File: config.mk
export PLATFORM = sky130hd
export DESIGN_NAME = system_status_monitor
export DESIGN_NICKNAME = d
export VERILOG_FILES = /design/src/rtl/system_status_monitor.sv
export SDC_FILE = /design/constraint.sdc
export NUM_CORES = 1
export LEC_CHECK = 0
export CELL_PAD_IN_SITES_DETAIL_PLACEMENT = 0
export CELL_PAD_IN_SITES_GLOBAL_PLACEMENT = 2
export CORE_MARGIN = 5
export CORE_UTILIZATION = 30
export CTS_CLUSTER_SIZE = 8
export DETAILED_ROUTE_END_ITERATION = 7
export MAX_ROUTING_LAYER = met4
export PLACE_DENSITY_LB_ADDON = 0.1
export SLEW_MARGIN = 20
export SYNTH_ARGS = -nofsm -noshare
export SYNTH_HDL_FRONTEND = slang
export SYNTH_SLANG_ARGS = --single-unit
File: constraint.sdc
create_clock -name clk -period 2.8 [get_ports clk]
set_clock_uncertainty 0.2 [all_clocks]
set_input_delay 0.56 -clock clk [delete_from_list [all_inputs] [get_ports clk]]
set_output_delay 0.56 -clock clk [all_outputs]
set_load 0.01 [all_outputs]
File: src/rtl/system_status_monitor.sv
// -----------------------------------------------------------------------------
// system_status_monitor
//
// Convergence monitor for the ONN neuron array. A start pulse begins a run;
// the monitor then watches the per-neuron state-change strobes and declares
// the array steady once no neuron has changed for STEADY_WIN consecutive
// sample ticks. If TIMEOUT clk cycles elapse first, the run is flagged
// inconsistent. During the phase-update window (full_tick=1) the monitor is
// frozen: neither counter advances and change strobes are ignored.
//
// Optional feature (macro SYSTEM_STATUS_CHANGE_COUNT_EN):
//   adds change_count, a saturating count of RUN cycles with a change.
//
// Ports:
//   clk            in   system clock, posedge
//   rst            in   asynchronous active-high reset
//   start          in   1-cycle pulse: clear flags/counters, begin a run
//   sample_tick    in   enable at neuron sample rate
//   full_tick      in   phase-update window; freezes the monitor
//   state_changed  in   [N_NEURONS] per-neuron change strobes
//   busy           out  run in progress
//   done           out  run ended (steady or inconsistent), sticky
//   steady         out  converged, sticky
//   inconsistent   out  timed out without convergence, sticky
//   settle_cycles  out  [CYC_W] clk cycles from start to end of run
//   change_count   out  [CNT_W] (optional) saturating change-cycle count
// -----------------------------------------------------------------------------
module system_status_monitor #(
  parameter int N_NEURONS  = 15,
  parameter int STEADY_WIN = 64,
  parameter int TIMEOUT    = 10000,
  parameter int CYC_W      = 21,
  parameter int CNT_W      = 16
) (
  input  logic                 clk,
  input  logic                 rst,
  input  logic                 start,
  input  logic                 sample_tick,
  input  logic                 full_tick,
  input  logic [N_NEURONS-1:0] state_changed,
  output logic                 busy,
  output logic                 done,
  output logic                 steady,
  output logic                 inconsistent,
`ifdef SYSTEM_STATUS_CHANGE_COUNT_EN
  output logic [CYC_W-1:0]     settle_cycles,
  output logic [CNT_W-1:0]     change_count
`else
  output logic [CYC_W-1:0]     settle_cycles
`endif
);

  // quiet_cnt only needs to reach STEADY_WIN; it leaves RUN on that cycle.
  localparam int QW = $clog2(STEADY_WIN + 1);
  localparam logic [QW-1:0]    WIN = QW'(STEADY_WIN);
  localparam logic [CYC_W-1:0] TMO = CYC_W'(TIMEOUT);

  typedef enum logic [1:0] {
    S_IDLE   = 2'd0,
    S_RUN    = 2'd1,
    S_STEADY = 2'd2,
    S_FAIL   = 2'd3
  } state_t;

  state_t           state, state_nxt;
  logic [QW-1:0]    quiet_cnt, quiet_nxt;
  logic [CYC_W-1:0] cyc_cnt, cyc_nxt;
  logic [CYC_W-1:0] settle_nxt;
  logic             chg;

  // A change strobe during the phase-update window is not a real change.
  assign chg = (|state_changed) & ~full_tick;

  always_ff @(posedge clk or posedge rst) begin
    if (rst) begin
      state         <= S_IDLE;
      quiet_cnt     <= '0;
      cyc_cnt       <= '0;
      settle_cycles <= '0;
      busy          <= 1'b0;
      steady        <= 1'b0;
      inconsistent  <= 1'b0;
      done          <= 1'b0;
    end else begin
      state         <= state_nxt;
      quiet_cnt     <= quiet_nxt;
      cyc_cnt       <= cyc_nxt;
      settle_cycles <= settle_nxt;
      busy          <= (state_nxt == S_RUN);
      steady        <= (state_nxt == S_STEADY);
      inconsistent  <= (state_nxt == S_FAIL);
      done          <= (state_nxt == S_STEADY) || (state_nxt == S_FAIL);
    end
  end

  always_comb begin
    state_nxt  = state;
    quiet_nxt  = quiet_cnt;
    cyc_nxt    = cyc_cnt;
    settle_nxt = settle_cycles;
    if (start) begin
      // start from any state, including a restart in the middle of a run
      state_nxt  = S_RUN;
      quiet_nxt  = '0;
      cyc_nxt    = '0;
      settle_nxt = '0;
    end else if (state == S_RUN && !full_tick) begin
      cyc_nxt = cyc_cnt + 1'b1;
      if (chg) begin
        quiet_nxt = '0;
      end else if (sample_tick) begin
        quiet_nxt = quiet_cnt + 1'b1;
      end
      // steady is tested first so it wins a coincident timeout
      if (quiet_nxt == WIN) begin
        state_nxt  = S_STEADY;
        settle_nxt = cyc_nxt;
      end else if (cyc_nxt == TMO) begin
        state_nxt  = S_FAIL;
        settle_nxt = cyc_nxt;
      end
    end
  end

`ifdef SYSTEM_STATUS_CHANGE_COUNT_EN
  always_ff @(posedge clk or posedge rst) begin
    if (rst) begin
      change_count <= '0;
    end else if (start) begin
      change_count <= '0;
    end else if (state == S_RUN && chg && change_count != '1) begin
      change_count <= change_count + 1'b1;
    end
  end
`endif

endmodule

# Word level (Yosys, flattened, before mapping)
# Cells that the tools add are included.
op_classes:
  eq_ne: 6
  bitwise_logic: 2
  n_addsub: 2
  reduce_logical: 7
  muxes: 16
op_table:
  columns: ["op", "count"]
  rows:
  - ["$mux W21", 6]
  - ["$mux W7", 6]
  - ["$add A21 B1 Y21 const B", 1]
  - ["$eq A21 B14 Y1 const B", 1]
  - ["$reduce_or A15 Y1", 1]
  - ["$mux W2", 4]
  - ["$add A7 B1 Y7 const B", 1]
  - ["$eq A7 B7 Y1 const B", 1]
  - ["$eq A2 B1 Y1 const B", 2]
  - ["$eq A2 B2 Y1 const B", 2]
  - ["$reduce_bool A3 Y1", 1]
  - ["$reduce_and A2 Y1", 1]
  - ["$reduce_bool A2 Y1", 1]
  - ["$and A1 B1 Y1", 1]
  - ["$logic_and A1 B1 Y1", 1]
  - ["$logic_not A1 Y1", 1]
  - ["$logic_or A1 B1 Y1", 1]
  - ["$not A1 Y1", 1]
totals:
  output_inout_bits: 25
  ff_bits: 55
  elab_cells: 41
  inputBits: 20

# Depth between registers and ports, before layout
# Gate-level depths: netlist of run 1.
depth:
  depth_word: 11
  ltp_mapped: 10
  depth_no_buf: 8

# Least setup slack after synthesis of run 1
# Ideal clock, no wire load.
synth_path:
  kind: "flip-flop to flip-flop"
  start: "register cyc_cnt[0]"
  end: "register busy"
  setup_slack_ps: 58
  path_buffers: 2
  synth_period_minus_slack_ps: 2742
  t_arrival_ps: 2422
  setup_time_ps: 120
  stages_incl_launch_ff: 11
  required_time_ps: 2480
  cell_sequence: "dfrtp_1 ha_1 buf_2 nand3_1 nor3_1 and4_1 o21bai_4 or3_1 buf_2 nor2b_4 a31o_1"
synth_between:
  elab_chain_len: 7
synth_lines:
  columns: ["item", "line_no", "text"]
  rows:
  - ["start: declaration", "67", "logic [CYC_W-1:0] cyc_cnt, cyc_nxt;"]
  - ["start signal: assignment", "87", "cyc_cnt <= cyc_nxt;"]
  - ["$add A21 B1 Y21", "108", "cyc_nxt = cyc_cnt + 1'b1;"]
  - ["$eq A21 B14 Y1", "118", "end else if (cyc_nxt == TMO) begin"]
  - ["$mux W2", "118", null]
  - ["$mux W2", "115", "if (quiet_nxt == WIN) begin"]
  - ["$mux W2", "107", "end else if (state == S_RUN && !full_tick) begin"]
  - ["$mux W2", "101", "if (start) begin"]
  - ["$eq A2 B1 Y1", "89", "busy <= (state_nxt == S_RUN);"]
  - ["end signal: assignment", "89", null]
  - ["end: declaration", "41", "output logic busy,"]
# Every way passes these cells.
# A chain may end at the register's enable or synchronous reset.

# Final worst setup path of run 1
layout_path:
  start: "register cyc_cnt[1]"
  end: "register settle_cycles[11]"
layout_between:
  elab_chain_len: 5
  elab_cells_between_ends: 8
  classes_between: "add/sub (1); eq/ne (1); mux (4); reduce/logical (2)"
layout_lines:
  columns: ["item", "line_no", "text"]
  rows:
  - ["$add A21 B1 Y21 (*)", "108", null]
  - ["branches (longest 4 deep; another with $eq A21 B14 Y1)", null, null]
  - ["end signal: assignment", "88", "settle_cycles <= settle_nxt;"]
  - ["end: declaration", "49", "output logic [CYC_W-1:0] settle_cycles"]
# Every way passes the cells marked *. The select of a mux whose other input is x is not followed.

==> impl.org, run 1 <==
** Worst setup path
- The largest single stage delay on the critical path is 0.46 ns.
- Crit. End Element :: flip-flop
- Critical path's slowest cell :: sky130_fd_sc_hd__dfrtp_2
- Maximum fanout count along the critical path :: 6
- Crit path cell chain :: ha_4 > buf_4 > nand3_1 > and3b_1 > o211a_1 > o2111ai_1 > buf_4 > o31ai_4 > buf_6 > buf_12 > nor2_1 > a311oi_1
- Critical path data required time :: 2.82 ns
- Family of cells with the greatest summed delay on the critical path :: compound AO/OA/AOI/OAI gates
- Worst Path Arrival :: 2.70 ns
- Crit start category :: flip-flop
- The worst setup path is of the flip-flop to flip-flop kind.
- By instance count, the cell type seen most on the critical path is sky130_fd_sc_hd__buf_4.
- Number of buffers and inverters on the critical path :: 4

** STA
- Measured slew at the worst slew-check pin :: 0.643 ns
- Dividing the final minimum period by the clock period gives 95.7%.
- The hold violation count in the final report is 0.
- The tightest hold path in the finished design has a slack of 0.333 ns.
- Highest clock rate :: 373 MHz
- Summed over all failing endpoints, the final setup total negative slack is 0 ns.
- Final setup fails :: 0
- Total count of max-transition violations in the final report :: 0
- Final critical-path required period :: 2.68 ns
- The worst pin sits at a relative slew slack of 57.1%.

** CTS
- Number of buffers created by CTS :: 5
- Clock tree synthesis selected as its root buffer the cell sky130_fd_sc_hd__clkbuf_8.
- Clk sinks :: 55
- Clock-pin slew was measured on the worst setup and hold paths at 0.11 ns.
- Clock latency of the later-clocked register in the worst-skew pair :: 0.31 ns
- TritonCTS built the clock tree.
- Longest Clk Path Bufs :: 2
- Buffers inserted to repair hold after CTS numbered 0.
- H-Tree Depth :: 2

** Finish
- Count of antenna diodes in the layout :: 0
- Share of cells above drive strength 1 :: 23.1%
- Area of all placed cells without fillers :: 0.00446 mm²
- Relative to the synthesized area, the layout overhead comes to 39.9%.
- Number of nets in the final layout :: 455

** Detailed routing
- The detailed router finished its first iteration with 106 violations.
- Vias per cell :: 4.90
- Antenna Violating Nets Remaining :: 0
- The detailed router placed 2784 vias in this run.
- First-pass DRT Iterations :: 4
- Drt drc :: 0
- Summed over all layers, the routed wires come to 8830 µm.
- Dividing the detail-routed wire length by the instance count gives 15.5 µm.

** Worst hold path
- The min-delay analysis places its worst path in the category flip-flop to flip-flop.

** Power and ir drop
- Combinational logic burns 8.3% of the power.
- Proportion of power drawn by the clock network :: 36.9%
- In this run the power spent charging and discharging nets is 351 µW.
- Internal power comes to 1120 µW.
- Worst IR drop on VDD :: 0.000221 V
- Power density over the cells :: 329 mW/mm²
- For this design the static power due to leakage is 0.00180 µW.
- Post-layout total power :: 1470 µW
- Net switching is 23.9% of the power.
- Sequential cells burn 54.8% of the power.

** Floorplanning
- Number of cell rows :: 37
- Starting Density :: 30.9%
- IO Count :: 45
- The floorplan step defined a die boundary enclosing 0.0128 mm².
- From left edge to right edge, the die measures 113 µm.
- Core region area :: 0.0103 mm²
- From bottom edge to top edge, the die measures 113 µm.

** Logic synthesis
- The biggest area contributor in the post-synthesis netlist is sky130_fd_sc_hd__dfrtp_1.
- In this run the cell area of the synthesized design comes to 0.00319 mm².
- The share of the Yosys chip area taken by registers is 43.2%.
- In the post-synthesis netlist, the biggest area contributors are sky130_fd_sc_hd__dfrtp_1 43%, sky130_fd_sc_hd__xnor2_1 6.3%, sky130_fd_sc_hd__nor2_1 5.3%.
- In this run the mean area of a mapped cell was 9.05 µm².
- After technology mapping, the gate count stands at 352.
- In the synthesized netlist the dominant register cell turns out to be sky130_fd_sc_hd__dfrtp_1.
- For this run, the number of Yosys warnings is 0.
- Top cell type's share of synthesized area :: 43.2%
- Counting instances in the post-synthesis netlist gives the leading cell types as 55 x sky130_fd_sc_hd__dfrtp_1, 45 x sky130_fd_sc_hd__nor2_1, 27 x sky130_fd_sc_hd__a21oi_1, 27 x sky130_fd_sc_hd__nand2_1, 23 x sky130_fd_sc_hd__xnor2_1.
- Among all cell types in the netlist, the one instantiated most often is sky130_fd_sc_hd__dfrtp_1.
- Counting distinct cell types in the post-synthesis netlist gives 52.
- Number of synthesized flops with an enable pin :: 0
- Share of synthesized registers carrying an async set or reset :: 100%
- The synthesized design contains 55 register bits.
- The number of nets in the synthesized netlist is 375.

** Place
- Post-Place Cell Area :: 0.00405 mm²
- The congestion estimate from routability-driven global placement came to 0.770.
- During placement, the flow inserted port buffers numbering 44.
- Detailed placer's ending HPWL :: 6080 µm

** Run
- The tool flagged a number of max-cap violations equal to 0.

** Global route
- First-pass GRT wire length :: 14400 µm
- Summed over all layers, the global routing overflow is 0.
- Entering global routing, the biggest net connects 56 pins.
- The number of global-route vias before repair is 2764.
- For this run, the total global-route usage over all layers was measured as 14.3%.
- The number of antenna violations at the first check in global routing is 0.

** Status
- Status :: complete, no violations
## state kept, by name, indices dropped and copies added (netlist names)
signal	cells
quiet_cnt	7
settle_cycles	21
state	2
busy	1
steady	1
done	1
cyc_cnt	21
inconsistent	1
## final timing paths
path | from | end | slack (ns) | depth (start not counted)
setup reg to reg | cyc_cnt[1] | settle_cycles[11] | 0.12 | 12
setup / recovery | cyc_cnt[1] | settle_cycles[11] | 0.12 | 12
min in group asynchronous | rst | settle_cycles[4] | 0.41 | 3
max in group asynchronous | rst | cyc_cnt[12] | 1.71 | 3
hold reg to reg | settle_cycles[10] | settle_cycles[10] | 0.33 | 2
hold / removal | settle_cycles[10] | settle_cycles[10] | 0.33 | 2
## cell type report
class | count | area (µm²)
multi-input combinational | 264 | 1830
inverter | 5 | 18.8
sequential | 55 | 1380
clock buffer | 5 | 68.8
timing repair buffer | 101 | 950
fill | 1013 | 5870
clock inverter | 2 | 37.5
tap | 136 | 170
## metal layers
metal | track usage, % | vias up | routed length [µm]
li1 | - | 1401 | -
met1 | 20.2 | 1346 | 4370
met2 | 21.7 | 30 | 4150
met3 | 2.25 | 7 | 234
met4 | 3.37 | 0 | 79
met5 | - | - | 0
## per-stage QoR
| stage | cells | utilization (%) | setup slack (ns) |
|---|---|---|---|
| 6_report | 568 | 43.2 | 0.121 |
| 5_1_grt | 568 | 43.2 | -0.0383 |
| 4_1_cts | 557 | 40.5 | 0.0000850 |
| 3_5_place_dp | 550 | 39.2 | -0.325 |
| 3_3_place_gp | 550 | 39.2 | -0.344 |
| 2_1_floorplan | 352 | - | 0.0580 |
## timing repair
action                                 4_1_cts  5_1_grt
cloned                                       0        2
setup buffers                                0        9
endpoints found under the hold margin        0        0
pin swaps                                    0        4
gates resized for setup                      4       30
setup endpoints to repair                   25       25
## cells in the final DEF, fill, tap and decap left out, types with 4 or more instances in the layout
cell type / netlist / routed
sky130_fd_sc_hd__clkdlybuf4s50_1: 0 / 42
sky130_fd_sc_hd__nand3_1: 17 / 16
sky130_fd_sc_hd__xor2_1: 12 / 11
sky130_fd_sc_hd__nor3_1: 18 / 16
sky130_fd_sc_hd__nor4_1: 8 / 5
sky130_fd_sc_hd__xnor2_1: 23 / 22
sky130_fd_sc_hd__dfrtp_1: 55 / 50
sky130_fd_sc_hd__mux2i_1: 5 / 5
sky130_fd_sc_hd__dfrtp_2: 0 / 5
sky130_fd_sc_hd__nor2_1: 45 / 44
sky130_fd_sc_hd__or2_2: 4 / 4
sky130_fd_sc_hd__clkbuf_8: 0 / 5
sky130_fd_sc_hd__a211oi_1: 11 / 9
sky130_fd_sc_hd__o21ai_0: 7 / 7
sky130_fd_sc_hd__nor4_4: 1 / 4
sky130_fd_sc_hd__buf_4: 4 / 49
sky130_fd_sc_hd__nand2b_1: 4 / 4
sky130_fd_sc_hd__nand2_1: 27 / 26
sky130_fd_sc_hd__or3_1: 6 / 6
sky130_fd_sc_hd__inv_1: 5 / 4
sky130_fd_sc_hd__nand4_1: 6 / 6
sky130_fd_sc_hd__a21oi_1: 27 / 27
## cell families (layout without fill, tap and decap cells)
kind of cell	after synthesis	count (layout)	synth area share [%]
AND/OR/NAND/NOR	158	158	26.6
XOR/XNOR	35	35	9.62
buffers and inverters	33	113	4.83
AO/OA/AOI/OAI	63	63	13.0
flip-flops	55	55	43.2
adder cells (fa/ha/maj)	3	3	1.18
multiplexers	5	5	1.57
## power groups by stage
stage	sequential (µW)	clock, µW	combinational (µW)
floorplan	818	0	50.9
global placement	818	0	116
detailed placement	818	0	116
CTS	802	562	116
global route	805	587	134
finish	804	542	121
## tightest hold or removal path: cells and delay by family, from the launching register on
kind          cells  cell delay [ns]
flops             1             0.36
simple gates      1             0.08
mux               1             0.06
Power figures use the tool's default switching activity.
==> run 2: changes to the inputs <==
--- a/config.mk
+++ b/config.mk
@@ -8,9 +8,11 @@
 export CELL_PAD_IN_SITES_DETAIL_PLACEMENT = 0
 export CELL_PAD_IN_SITES_GLOBAL_PLACEMENT = 2
 export CORE_MARGIN = 5
-export CORE_UTILIZATION = 30
+export CORE_UTILIZATION = 35
 export CTS_CLUSTER_SIZE = 8
 export DETAILED_ROUTE_END_ITERATION = 7
+export DONT_BUFFER_PORTS = 1
+export HOLD_SLACK_MARGIN = 0.1
 export MAX_ROUTING_LAYER = met4
 export PLACE_DENSITY_LB_ADDON = 0.1
 export SLEW_MARGIN = 20
==> run 2 against run 1 <==
  * Combinational power shrank 32%
  * Non-clock buffer count down 72
  * Critical path depth decreased by 4
  * Sequential power barely moved
  * Cell count fell by 17%
  * Clock power is 12% lower
  * Global-route usage is 1.5 points higher
  * Sequential share of layout area is 7.1 points higher
  * Total power decreased by 7.1%
  * Critical path type unchanged
==> impl.org, run 2 (synthesized netlist as in run 1, its figures left out) <==
** Status
- The run finished with clean final reports.

** STA
- The worst path in the final design needs a cycle of 2.72 ns, including I/O delays and setup.
- Crit share post-route :: 97.3%
- Total count of max-transition violations in the final report :: 0
- The hold violation count in the final report is 0.
- Derived from the worst setup path, the maximum achievable clock frequency is 367 MHz.
- Measured slew at the worst slew-check pin :: 0.595 ns
- Setup Total Neg Slack :: 0 ns
- Slew Limit Headroom :: 60.3%
- Setup violations remaining at the end of the flow were counted as 0.

** Finish
- Area of all placed cells without fillers :: 0.00362 mm²
- In the final layout, the registers with the most flip-flops are cyc_cnt: 21 flops, settle_cycles: 21 flops, quiet_cnt: 7 flops.
- Cells with a size suffix above 1 make up 17.5% of the layout.
- After the last flow step, the layout net total stands at 383.
- Most frequent cells in the layout :: 51 x sky130_fd_sc_hd__dfrtp_1, 45 x sky130_fd_sc_hd__nor2_1, 27 x sky130_fd_sc_hd__nand2_1, 27 x sky130_fd_sc_hd__a21oi_1, 24 x sky130_fd_sc_hd__buf_4
- Most common cell after layout, fill and taps aside :: sky130_fd_sc_hd__dfrtp_1
- Excluding fillers, the count of instances in the completed layout stands at 469.
- 0 antenna diodes ended up in the layout.
- Syn-to-layout area delta :: 13.7%
- End-of-flow core utilization :: 41.1%

** Floorplanning
- Measured along the y axis, the die boundary spans 105 µm.
- Starting Density :: 36.2%
- X dimension of the die :: 105 µm
- Core region area :: 0.00881 mm²
- In this run the core area contains 34 standard-cell rows.
- During I/O placement, the number of pins put on the boundary was 45.
- Die ar. :: 0.0111 mm²

** Global route
- Entering global routing, the biggest net connects 52 pins.
- Remaining global-route overflow :: 0
- Initial antenna violation count :: 0
- Global routing consumed, over all layers together, 15.8% of the routing resources.
- First-pass GRT wire length :: 13800 µm
- The number of global-route vias before repair is 2573.

** Worst setup path
- Critical path's slowest cell :: sky130_fd_sc_hd__dfrtp_1
- CP max stage delay :: 0.52 ns
- Crit path cell chain :: nand4_1 > nor4_1 > buf_4 > xnor2_1 > o2111ai_2 > or3_1 > nor2b_4 > a31o_1
- Number of buffers and inverters on the critical path :: 1
- Family of cells with the greatest summed delay on the critical path :: simple AND/OR/NAND/NOR gates
- Data arrives at the worst endpoint at 2.74 ns.
- Crit start category :: flip-flop
- Crit path kind :: flip-flop to flip-flop
- Maximum fanout count along the critical path :: 8
- Crit. End Element :: flip-flop
- Critical path data required time :: 2.82 ns

** Power and ir drop
- Worst IR drop on VDD :: 0.000183 V
- For this design the static power due to leakage is 0.00145 µW.
- In this run the power density over the cells is 376 mW/mm².

** Detailed routing
- Vias per cell :: 5.34
- Via count of the routed design :: 2506
- In this run the remaining antenna-violating nets after routing total 0.
- Dividing the detail-routed wire length by the instance count gives 17.4 µm.
- Drt drc :: 0
- After detailed routing, the total wire length is 8180 µm.
- Initial DRC Count :: 92
- For this run, the detailed router's first-pass iteration total came to 4.

** Worst hold path
- Path type of the worst min-delay path :: input port to flip-flop

** CTS
- The tree is rooted in a sky130_fd_sc_hd__clkbuf_8.
- For the worst-skew pair, the clock arrives at the later sink with an insertion delay of 0.32 ns.
- TritonCTS built the clock tree.
- The H-tree was split into 2 levels.
- Clk sinks :: 55
- Number of buffers created by CTS :: 5
- After clock tree synthesis, the clock-pin slew on the worst setup and hold paths is 0.11 ns.
- In this run the deepest clock path goes through 2 buffers.

** Place
- The wire-length estimate of the detail-placed layout is 5740 µm.
- Last weighted congestion value of the routability-driven placer :: 0.788
- During placement, the flow inserted port buffers numbering 0.
- Once placement completed, the tool counted placed cells totaling 457.
- After detailed placement, the total cell area comes to 0.00341 mm².

** Run
- Number of violations of the max-capacitance limit :: 0
[run 2: changes by cell type in the layout (fill, tap and decap cells not counted), sizes merged]
| cell | previous run | this run |
|---|---|---|
| bufinv | 1 | 0 |
| dlymetal6s2s | 1 | 0 |
| buf | 56 | 27 |
| inv | 5 | 6 |
| dlygate4sd3 | 0 | 2 |
| clkinvlp | 1 | 2 |
| clkbuf | 7 | 5 |
| clkdlybuf4s50 | 42 | 0 |
[run 2: worst register-to-register path: stages (launching register included)]
cell	delay, ns
sky130_fd_sc_hd__dfrtp_1	0.52
sky130_fd_sc_hd__nand4_1	0.24
sky130_fd_sc_hd__nor4_1	0.28
sky130_fd_sc_hd__buf_4	0.18
sky130_fd_sc_hd__xnor2_1	0.19
sky130_fd_sc_hd__o2111ai_2	0.22
sky130_fd_sc_hd__or3_1	0.41
sky130_fd_sc_hd__nor2b_4	0.17
sky130_fd_sc_hd__a31o_1	0.21
[run 2: layer usage]
layer,part of all wire (%),vias to the layer above,track usage (%)
met3,2.4,10,2.26
met4,1.1,0,4.12
met5,0,-,-
li1,-,1256,-
met2,46,30,24.2
met1,50,1210,22.0
[run 2: layout make-up]
type,count,area [µm²]
clock buffer,5,68.8
clock inverter,3,23.8
fill,898,5180
inverter,5,18.8
multi-input combinational,264,1740
sequential,55,1380
tap,108,135
timing repair buffer,29,260
[run 2: power breakdown]
group	internal [µW]	leakage, µW	switching [µW]
Sequential	798	0.000749	6.58
Clock	180	0.0000408	295
Combinational	26.8	0.000658	55.6
[run 2: metrics by stage]
step | hold WS [ns] | setup WS (ns) | power (µW)
after floorplan | 0.315 | 0.0580 | 869
after global placement | 0.339 | -0.113 | 886
after detailed placement | 0.346 | -0.0426 | 886
after CTS | 0.117 | 0.00746 | 1380
after global routing | 0.112 | -0.0689 | 1430
final | 0.123 | 0.0766 | 1360
[run 2: worst paths after layout]
kind | from | end | slack [ns] | depth (start not counted)
hold / removal | start | state[0] | 0.12 | 2
max in group asynchronous | rst | cyc_cnt[1] | 1.25 | 3
min in group asynchronous | rst | cyc_cnt[5] | 0.56 | 2
hold reg to reg | state[0] | busy | 0.39 | 1
setup / recovery | cyc_cnt[11] | busy | 0.08 | 8
setup reg to reg | cyc_cnt[11] | busy | 0.08 | 8
[run 2: repair_timing]
item                                   CTS  global route
hold buffers                             3             0
endpoints found under the hold margin   75             0
resized for setup                        3            13
pin swaps                                0             1
setup buffers                            0             1
setup endpoints to repair               21            25
